**src/rtl/motor_pi_scheduler.sv**
```systemverilog
// Closed-loop PI velocity controller shared across NCH motor channels.
// One sample tick every TICK_DIV clocks latches all encoder counters. A
// round-robin sequencer then runs DIFF/INTEG/MULP/MULI/OUT per channel on a
// single multiplier and accumulator.
//
// Ports:
//   clk, reset    system clock, synchronous active-high reset
//   enable        run control for the sample-tick generator
//   enc_count     NCH free-running position counters, lane c at [c*CNT_W +: CNT_W]
//   setpoint      NCH signed target velocities (counts per sample)
//   kp, ki        unsigned proportional / integral gains
//   duty          NCH registered unsigned duty words
//   duty_update   one-cycle strobe per lane when its duty word is written
//   sat           integrator of lane c clamped during its last update
//   busy          sequencer is not idle
module motor_pi_scheduler #(
   parameter int unsigned NCH      = 3,
   parameter int unsigned CNT_W    = 16,
   parameter int unsigned DUTY_W   = 8,
   parameter int unsigned GAIN_W   = 8,
   parameter int unsigned INT_W    = 20,
   parameter int unsigned SHIFT    = 6,
   parameter int unsigned TICK_DIV = 1000
) (
   input  logic                  clk,
   input  logic                  reset,
   input  logic                  enable,
   input  logic [NCH*CNT_W-1:0]  enc_count,
   input  logic [NCH*CNT_W-1:0]  setpoint,
   input  logic [GAIN_W-1:0]     kp,
   input  logic [GAIN_W-1:0]     ki,
   output logic [NCH*DUTY_W-1:0] duty,
   output logic [NCH-1:0]        duty_update,
   output logic [NCH-1:0]        sat,
   output logic                  busy
);

   localparam int unsigned ACC_W  = GAIN_W + INT_W + 2;
   localparam int unsigned PROD_W = GAIN_W + 1 + INT_W;
   localparam int unsigned TCNT_W = (TICK_DIV > 1) ? $clog2(TICK_DIV) : 1;
   localparam int unsigned CH_W   = (NCH > 1) ? $clog2(NCH) : 1;

   localparam logic [TCNT_W-1:0] TCNT_LAST = TCNT_W'(TICK_DIV - 1);
   localparam logic [CH_W-1:0]   CH_LAST   = CH_W'(NCH - 1);

   // Symmetric saturation limits +/-(2^(W-1)-1), one bit wider than the stored value
   localparam logic signed [CNT_W:0] ERR_MAX   = {2'b00, {(CNT_W-1){1'b1}}};
   localparam logic signed [CNT_W:0] ERR_MIN   = {2'b11, {(CNT_W-2){1'b0}}, 1'b1};
   localparam logic signed [INT_W:0] INTEG_MAX = {2'b00, {(INT_W-1){1'b1}}};
   localparam logic signed [INT_W:0] INTEG_MIN = {2'b11, {(INT_W-2){1'b0}}, 1'b1};

   // The sequence must finish before the next tick can arrive
   if (TICK_DIV < 1 + 5*NCH) begin : g_tick_div_check
      $error("motor_pi_scheduler: TICK_DIV must be at least 1+5*NCH");
   end
   if (INT_W < CNT_W) begin : g_int_w_check
      $error("motor_pi_scheduler: INT_W must be at least CNT_W");
   end

   typedef enum logic [2:0] {
      S_IDLE,
      S_CAPTURE,
      S_DIFF,
      S_INTEG,
      S_MULP,
      S_MULI,
      S_OUT
   } state_t;

   state_t state, state_nxt;

   logic [TCNT_W-1:0]        tcnt;
   logic                     enable_q;
   logic                     primed;
   logic [CH_W-1:0]          ch;
   logic [CNT_W-1:0]         snap       [NCH];
   logic [CNT_W-1:0]         prev_count [NCH];
   logic signed [INT_W-1:0]  integ      [NCH];
   logic [DUTY_W-1:0]        duty_q     [NCH];
   logic signed [CNT_W-1:0]  err_q;
   logic signed [ACC_W-1:0]  acc;

   logic [CNT_W-1:0]         enc_lane [NCH];
   logic signed [CNT_W-1:0]  sp_lane  [NCH];

   logic                     tick;
   logic                     last_ch;
   logic signed [CNT_W-1:0]  vel;
   logic signed [CNT_W:0]    err_wide;
   logic signed [CNT_W-1:0]  err_sat;
   logic signed [INT_W:0]    integ_sum;
   logic signed [INT_W-1:0]  integ_sat;
   logic                     integ_clamp;
   logic signed [PROD_W-1:0] mul_a;
   logic signed [PROD_W-1:0] mul_b;
   logic signed [PROD_W-1:0] prod;
   logic signed [ACC_W-1:0]  u;
   logic [DUTY_W-1:0]        duty_sat;

   // Unpack lane views of the flat buses
   for (genvar c = 0; c < NCH; c++) begin : g_lane
      assign enc_lane[c]                = enc_count[c*CNT_W +: CNT_W];
      assign sp_lane[c]                 = setpoint[c*CNT_W +: CNT_W];
      assign duty[c*DUTY_W +: DUTY_W]   = duty_q[c];
   end

   assign tick    = enable && (tcnt == TCNT_LAST);
   assign last_ch = (ch == CH_LAST);

   // Per-channel arithmetic for the current sequencer step
   always_comb begin
      vel       = snap[ch] - prev_count[ch];
      err_wide  = {sp_lane[ch][CNT_W-1], sp_lane[ch]} - {vel[CNT_W-1], vel};
      err_sat   = err_wide[CNT_W-1:0];
      if (err_wide > ERR_MAX) begin
         err_sat = ERR_MAX[CNT_W-1:0];
      end else if (err_wide < ERR_MIN) begin
         err_sat = ERR_MIN[CNT_W-1:0];
      end

      integ_sum   = {integ[ch][INT_W-1], integ[ch]}
                  + {{(INT_W-CNT_W+1){err_q[CNT_W-1]}}, err_q};
      integ_sat   = integ_sum[INT_W-1:0];
      integ_clamp = 1'b0;
      if (integ_sum > INTEG_MAX) begin
         integ_sat   = INTEG_MAX[INT_W-1:0];
         integ_clamp = 1'b1;
      end else if (integ_sum < INTEG_MIN) begin
         integ_sat   = INTEG_MIN[INT_W-1:0];
         integ_clamp = 1'b1;
      end

      // Single shared multiplier: kp*err in MULP, ki*integ otherwise
      if (state == S_MULP) begin
         mul_a = PROD_W'(kp);
         mul_b = PROD_W'(err_q);
      end else begin
         mul_a = PROD_W'(ki);
         mul_b = PROD_W'(integ[ch]);
      end
      prod = mul_a * mul_b;

      u        = acc >>> SHIFT;
      duty_sat = u[DUTY_W-1:0];
      if (u[ACC_W-1]) begin
         duty_sat = '0;
      end else if (|u[ACC_W-2:DUTY_W]) begin
         duty_sat = '1;
      end
   end

   // Sequencer next-state
   always_comb begin
      state_nxt = state;
      case (state)
         S_IDLE:    if (tick) state_nxt = S_CAPTURE;
         S_CAPTURE: state_nxt = primed ? S_DIFF : S_IDLE;
         S_DIFF:    state_nxt = S_INTEG;
         S_INTEG:   state_nxt = S_MULP;
         S_MULP:    state_nxt = S_MULI;
         S_MULI:    state_nxt = S_OUT;
         S_OUT: begin
            if (!last_ch)  state_nxt = S_DIFF;
            else if (tick) state_nxt = S_CAPTURE;
            else           state_nxt = S_IDLE;
         end
         default:   state_nxt = S_IDLE;
      endcase
   end

   // State register
   always_ff @(posedge clk) begin
      if (reset) state <= S_IDLE;
      else       state <= state_nxt;
   end

   // Tick generator, priming flag and per-channel datapath registers
   always_ff @(posedge clk) begin
      if (reset) begin
         tcnt        <= '0;
         enable_q    <= 1'b0;
         primed      <= 1'b0;
         ch          <= '0;
         err_q       <= '0;
         acc         <= '0;
         duty_update <= '0;
         sat         <= '0;
         busy        <= 1'b0;
         for (int c = 0; c < NCH; c++) begin
            snap[c]       <= '0;
            prev_count[c] <= '0;
            integ[c]      <= '0;
            duty_q[c]     <= '0;
         end
      end else begin
         enable_q    <= enable;
         busy        <= (state_nxt != S_IDLE);
         duty_update <= '0;

         if (!enable || tick) tcnt <= '0;
         else                 tcnt <= tcnt + TCNT_W'(1);

         // A fresh enable forces a capture-only sequence to avoid a velocity spike
         if (enable && !enable_q)                 primed <= 1'b0;
         else if (state == S_CAPTURE && !primed)  primed <= 1'b1;

         if (state_nxt == S_CAPTURE) begin
            for (int c = 0; c < NCH; c++) snap[c] <= enc_lane[c];
            ch <= '0;
         end

         case (state)
            S_CAPTURE: begin
               if (!primed) begin
                  for (int c = 0; c < NCH; c++) prev_count[c] <= snap[c];
               end
            end
            S_DIFF: begin
               prev_count[ch] <= snap[ch];
               err_q          <= err_sat;
            end
            S_INTEG: begin
               integ[ch] <= integ_sat;
               sat[ch]   <= integ_clamp;
            end
            S_MULP: acc <= ACC_W'(prod);
            S_MULI: acc <= acc + ACC_W'(prod);
            S_OUT: begin
               duty_q[ch]      <= duty_sat;
               duty_update[ch] <= 1'b1;
               if (!last_ch) ch <= ch + CH_W'(1);
            end
            default: ;
         endcase
      end
   end

endmodule
```
**config.mk**
```make
export PLATFORM = sky130hd
export DESIGN_NAME = motor_pi_scheduler
export DESIGN_NICKNAME = d
export VERILOG_FILES = /design/src/rtl/motor_pi_scheduler.sv
export SDC_FILE = /design/constraint.sdc
export NUM_CORES = 1
export LEC_CHECK = 0
export CORE_ASPECT_RATIO = 1.25
export CORE_UTILIZATION = 41
export CTS_CLUSTER_DIAMETER = 30
export CTS_CLUSTER_SIZE = 14
export DETAILED_ROUTE_END_ITERATION = 10
export SYNTH_ARGS = -nofsm -noshare
export SYNTH_HDL_FRONTEND = slang
export SYNTH_SLANG_ARGS = --single-unit
```
**constraint.sdc**
```tcl
create_clock -name clk -period 10.97 [get_ports clk]
set_input_delay 1.097 -clock clk [delete_from_list [all_inputs] [get_ports clk]]
set_output_delay 1.097 -clock clk [all_outputs]
set_load 0.01 [all_outputs]
```
Word-level counts from Yosys, hierarchy flattened
Memories as Yosys holds them, arrays and structs flattened. A register that Yosys moved wholly into a read port is not among the register bits.
Index checks and enable logic that the tools add are counted.

storage, ports and cells
  bits in registers = 70
  RAM bits = 180
  input port bits = 115
  word-level logic and storage cells = 124
  memories = 4

operators by class
  add/sub/neg operators = 6
  multiply operators = 1
  $lt $le $gt $ge = 7
  equality and inequality tests = 9
  muxes and demuxes = 61
  bitwise operators = 8
  reductions and logical operators = 18

memories
  memory      words  width  rd ports  clocked after Yosys merged registers in  write ports  RTL line  text
  integ       3      20     1         1                                        3            78        logic signed [INT_W-1:0] integ [NCH];
  prev_count  3      16     1         1                                        3            77        logic [CNT_W-1:0] prev_count [NCH];
  snap        3      16     4         1                                        3            76        logic [CNT_W-1:0] snap [NCH];
  duty_q      3      8      3         0                                        3            79        logic [DUTY_W-1:0] duty_q [NCH];

operators by type and width
  kind                   count
  $mux 16                11
  $mux 20                3
  $pmux 30 s2            1
  $bmux 16 s2            1
  $mux 8                 4
  $reduce_or 16->1       2
  $add 30x29->30         1
  $mul 9x29->29          1
  $mux 29                1
  $mux 1                 25
  $mux 2                 11
  $add 20x16->21         1
  $gt 21x20->1 const B   1
  $lt 21x20->1 const B   1
  $pmux 3 s7             1
  $reduce_or 20->1       1
  $gt 17x16->1 const B   1
  $lt 17x16->1 const B   1
  $sub 16x16->17         1
  $sub 16x16->16         1
  $add 10x1->10 const B  1
  $eq 10x10->1 const B   1
  $eq 3x3->1 const B     3
  $reduce_or 8->1        1
  20 further kinds       34

Logic depth before layout (Yosys ltp)
  depth in word-level cells = 10
  depth in mapped cells = 37
  mapped depth without buffers = 32

Least setup slack after synthesis
No wires, ideal clock.

  path type = flip-flop to flip-flop
  start point = register state[1]
  end point = register acc[29]
  data arrival time = 7.938 ns
  data required time = 10.851 ns
  setup slack = 2.913 ns
  cell stages (with the launch flop) = 36
  period minus slack after synthesis = 8.057 ns
  cell sequence = dfxtp_1 nor2b_1 clkbuf_1 nand2b_1 clkbuf_1 clkbuf_1 clkbuf_1 nand2_1 nand2_1 nand2_1 fa_1 inv_1 fa_1 fa_1 inv_1 fa_1 inv_1 ha_1 a211oi_1 o21ba_2 o22ai_1 o31ai_1 nor3_1 a2111oi_0 xnor2_1 ha_1 clkbuf_1 nor2_1 nor2_1 o41ai_1 o21a_1 nor3b_1 o41a_1 or4_1 o2111ai_1 nor2_1

between the ends
  longest elaborated chain between the ends = 5
  elaborated cells between the ends (all ways) = 8

ends and longest elaborated chain
  item                                      RTL line  text
  start: declaration                        70        state_t state, state_nxt;
  start signal: assignment                  174       else state <= state_nxt;
  $eq 3x3->1                                134, 212
  $mux 8 / $mux 29 (equally long branches)  134       if (state == S_MULP) begin
  $mul 9x29->29                             141       prod = mul_a * mul_b;
  $add 30x29->30                            227       S_MULI: acc <= acc + ACC_W'(prod);
  $pmux 30 s2                               212       case (state)
  end signal: assignment                    226       S_MULP: acc <= ACC_W'(prod);
  end signal: assignment                    227
  end: declaration                          81        logic signed [ACC_W-1:0] acc;

Parallel ways exist; a longest one is shown, timed or not.
A chain may end at the register's enable or synchronous reset.

Worst setup path in the final report
  start point = register state[2]
  end point = register acc[29]

The elaborated chain is that of the path after synthesis.

==> impl_results.md <==
* Cells after synthesis at 2355
* Synth-to-layout area growth at 19.0%
* WHS at 445 ps
* Vias/cell at 5.40
* Chip Width at 211 um
* Fill count at 5084
* Leak at 11.3 nW
* MaxCap Viol Count at 0
* Worst r2r path cells at 28
* Initial antenna violation count at 0
* WP buf/inv at 2
* Syn nets at ~2700
* F_max at around 110 MHz
* Worst vdd ir at 120 uV
* Final min period at 9110 ps
* Die ar. at roughly 56000 um^2
* R2R Path End: acc[29]$_SDFFE_PP0P_
* R2r startpoint: state[2]$_SDFF_PP0_
* Post-DR wirelength/cell at 18.5 um
* Worst Hold End: tcnt[0]$_SDFF_PP0_
* Sink Count at approximately 290
* WS Path Type: reg -> reg
* Max-slew violation count at 0
* Unique masters post-synth at 81
* Drt pass-1 iters at 5
* DRC viols at 0
* TritonCTS clock tree: done
* Status: complete, no violations
* Final instance area at 26800 um^2
* Antenna cells at 0
* Post-CTS Setup Inserts at 0
* Final setup violation count at 0
* # IOs at 146
* Largest net degree at the start of global routing at 64
* Final HPWL DP at 46.5 mm
* Total CTS buffers at 56
* PostCTS Resize Cnt at 0
* CTS clk-pin slew, worst paths at about 50 ps
* Hold Path Depth at 1
* Register area at approximately 8000 um^2
* Max_slew headroom at under 10%
* Global-route wire length before repair at about 96 mm
* Gr usage total at 22.0%
* Crit path top cell by count: fa_1
* DR vias at 17700
* WP data required at between 10000 and 15000 ps
* Worst hold start: tcnt[0]$_SDFF_PP0_
* Mapped cell area at 22500 um^2
* # hold bufs at CTS at 0
* Vias in the first global route at 18200
* Fin Clk Skew at roughly 57 ps
* Core area at 54000 um^2
* CP delay by family, top: adder cells
* Initial DRC count at 868
* RSZ-0062 raised after global routing: no
* HP Class: reg -> reg
* Worst-path fanout max at 33
* PwrDens at 168 nW/um^2
* Multi-input logic area at 13400 um^2
* Routed Antenna Nets at 0
* Clock root buffer: clkbuf_16
* Register-to-register setup slack at 1860 ps
* Net count reported at finish at 2887
* Global-route congestion overflow total at 0
* Share of cells above drive strength 1 at 8.09%
* Worst Tran Pin Value at about 1400 ps
* Final setup TNS at 0 ps
* Clock latency at the later pin of the worst-skew pair at 610 ps
* Input/output buffers at 145
* Post-synth EDFFs at 216
* Share of the yosys chip area belonging to registers at 35.1%
* Initial Util at 41.7%
* Placed cell areas at 24800 um^2
* Seq cells post-synth at 286
* Slowest CP cell: mux2i_1
* Max Root-Sink Buffers at 3
* GP Congestion at 0.933
* Top_reg_cell synth: edfxtp_1
* Drt total wl at 60.6 mm
* Asr flop ratio synth at 0%
* Syn Area/Cell at about 9.6 um^2
* CP Capture Type: flip-flop
* Slowest cell delay on critical path at 1030 ps
* Die height at around 260 um
* Final hold vios at 0
* Critical Path AT at 9610 ps
* # rows at 95
* Period utilization at 83.0%
* Ys Warns at 0
* Critical Path Source Type: flip-flop
* H-tree levels at 2
-- metrics by stage --
step,power (mW),setup slack (ps),cells,utilization (%)
6_report,4.50,1860,3273,49.6
5_1_grt,4.74,1250,3273,49.6
4_1_cts,4.53,1880,3273,49.6
3_5_place_dp,2.75,1890,3168,46.0
3_3_place_gp,2.73,2130,3168,46.0
2_1_floorplan,2.31,2910,2355,-
-- cell type report --
class | instances | share of cell area, %
clock buffers | 60 | 5.29
clock inverters | 45 | 2.09
inverters | 248 | 3.48
multi-input cells | 1731 | 50.0
flip-flops and latches | 286 | 29.5
well taps | 727 | 3.40
repair buffers | 176 | 6.27
-- routing by layer --
| layer | global-route usage [%] | share of wire [%] |
|---|---|---|
| met2 | 39.9 | 52 |
| met1 | 25.3 | 40 |
| met5 | 0 | 0 |
| met4 | 10.8 | 4.6 |
| met3 | 2.89 | 3.7 |
-- worst reg2reg max path: cells and delay by family, from the launching register on --
kind / cells / cell delay [ps]
flops: 1 / 740
fa+ha+maj: 6 / 2780
compound gates: 10 / 1920
buf+inv: 2 / 100
mux: 1 / 1060
xor+xnor: 1 / 130
simple gates: 8 / 2240
-- worst max-delay path by stage --
stage	from	endpoint	slack, ps	depth (start not counted)
3_5_place_dp	state[2]$_SDFF_PP0_	acc[29]$_SDFFE_PP0P_	1890	28
4_1_cts	state[2]$_SDFF_PP0_	acc[29]$_SDFFE_PP0P_	1880	28
2_1_floorplan	state[1]$_SDFF_PP0_	acc[29]$_SDFFE_PP0P_	2910	35
6_report	state[2]$_SDFF_PP0_	acc[29]$_SDFFE_PP0P_	1860	28
3_3_place_gp	state[2]$_SDFF_PP0_	acc[29]$_SDFFE_PP0P_	2130	28
5_1_grt	state[2]$_SDFF_PP0_	acc[25]$_SDFFE_PP0P_	1250	28
-- cell families (layout without fill, tap and decap cells) --
family / after synthesis / after routing / share of synthesized area (%)
AND/OR/NAND/NOR: 857 / 857 / 17.8
AO/OA/AOI/OAI: 418 / 418 / 12.3
buffers and inverters: 338 / 529 / 5.71
flip-flops: 286 / 286 / 35.1
adder cells (fa/ha/maj): 278 / 278 / 19.7
multiplexers: 92 / 92 / 6.10
XOR/XNOR: 86 / 86 / 3.35
-- state kept, by name, summed over array words and instances, names as in the netlist, 2 cells and up --
name and flops:
duty_q 24, duty_update 3, sat 3, snap 48
ch 2, state 3, acc 30, tcnt 10
prev_count 64, err_q 16, integ 80
-- report_power, final --
group	internal [mW]	switching, mW
registers	1.19	0.00742
logic	0.606	0.932
clock network	1.16	0.608
total	2.95	1.55
-- cell usage after synthesis (11+ instances only) --
master | number | area (um^2)
nand2b_1 | 28 | 175
ha_1 | 143 | 1790
nor3_1 | 60 | 300
and3_1 | 13 | 81.3
o211ai_1 | 13 | 97.6
and2_1 | 111 | 694
xor2_1 | 33 | 289
a211oi_1 | 27 | 203
dfxtp_1 | 70 | 1400
fa_1 | 130 | 2600
nor2b_1 | 25 | 156
xnor2_1 | 53 | 464
o21a_1 | 25 | 188
a31oi_1 | 14 | 87.6
edfxtp_1 | 216 | 6490
inv_1 | 247 | 927
clkbuf_1 | 71 | 267
o31ai_1 | 11 | 82.6
nor2_1 | 285 | 1070
mux4_2 | 36 | 811
a21o_1 | 29 | 218
or3_1 | 18 | 113
a21oi_1 | 99 | 495
o22ai_1 | 11 | 68.8
mux2i_1 | 56 | 561
o21ai_0 | 99 | 495
buf_1 | 11 | 41.3
nand3_1 | 31 | 155
nand2_1 | 239 | 897
-- placed cells by master (no fill, tap or decap), types with 36 or more instances in the layout --
master and instances:
nor3_1 58, ha_1 143, dfxtp_1 68, nor2_1 284
inv_1 246, and2_1 111, xnor2_1 53, clkbuf_16 56
nand2_1 239, a21oi_1 98, fa_1 130, edfxtp_1 216
mux2i_1 54, o21ai_0 94, mux4_2 36, clkdlybuf4s50_1 144
(Power assumes the default switching activity.)
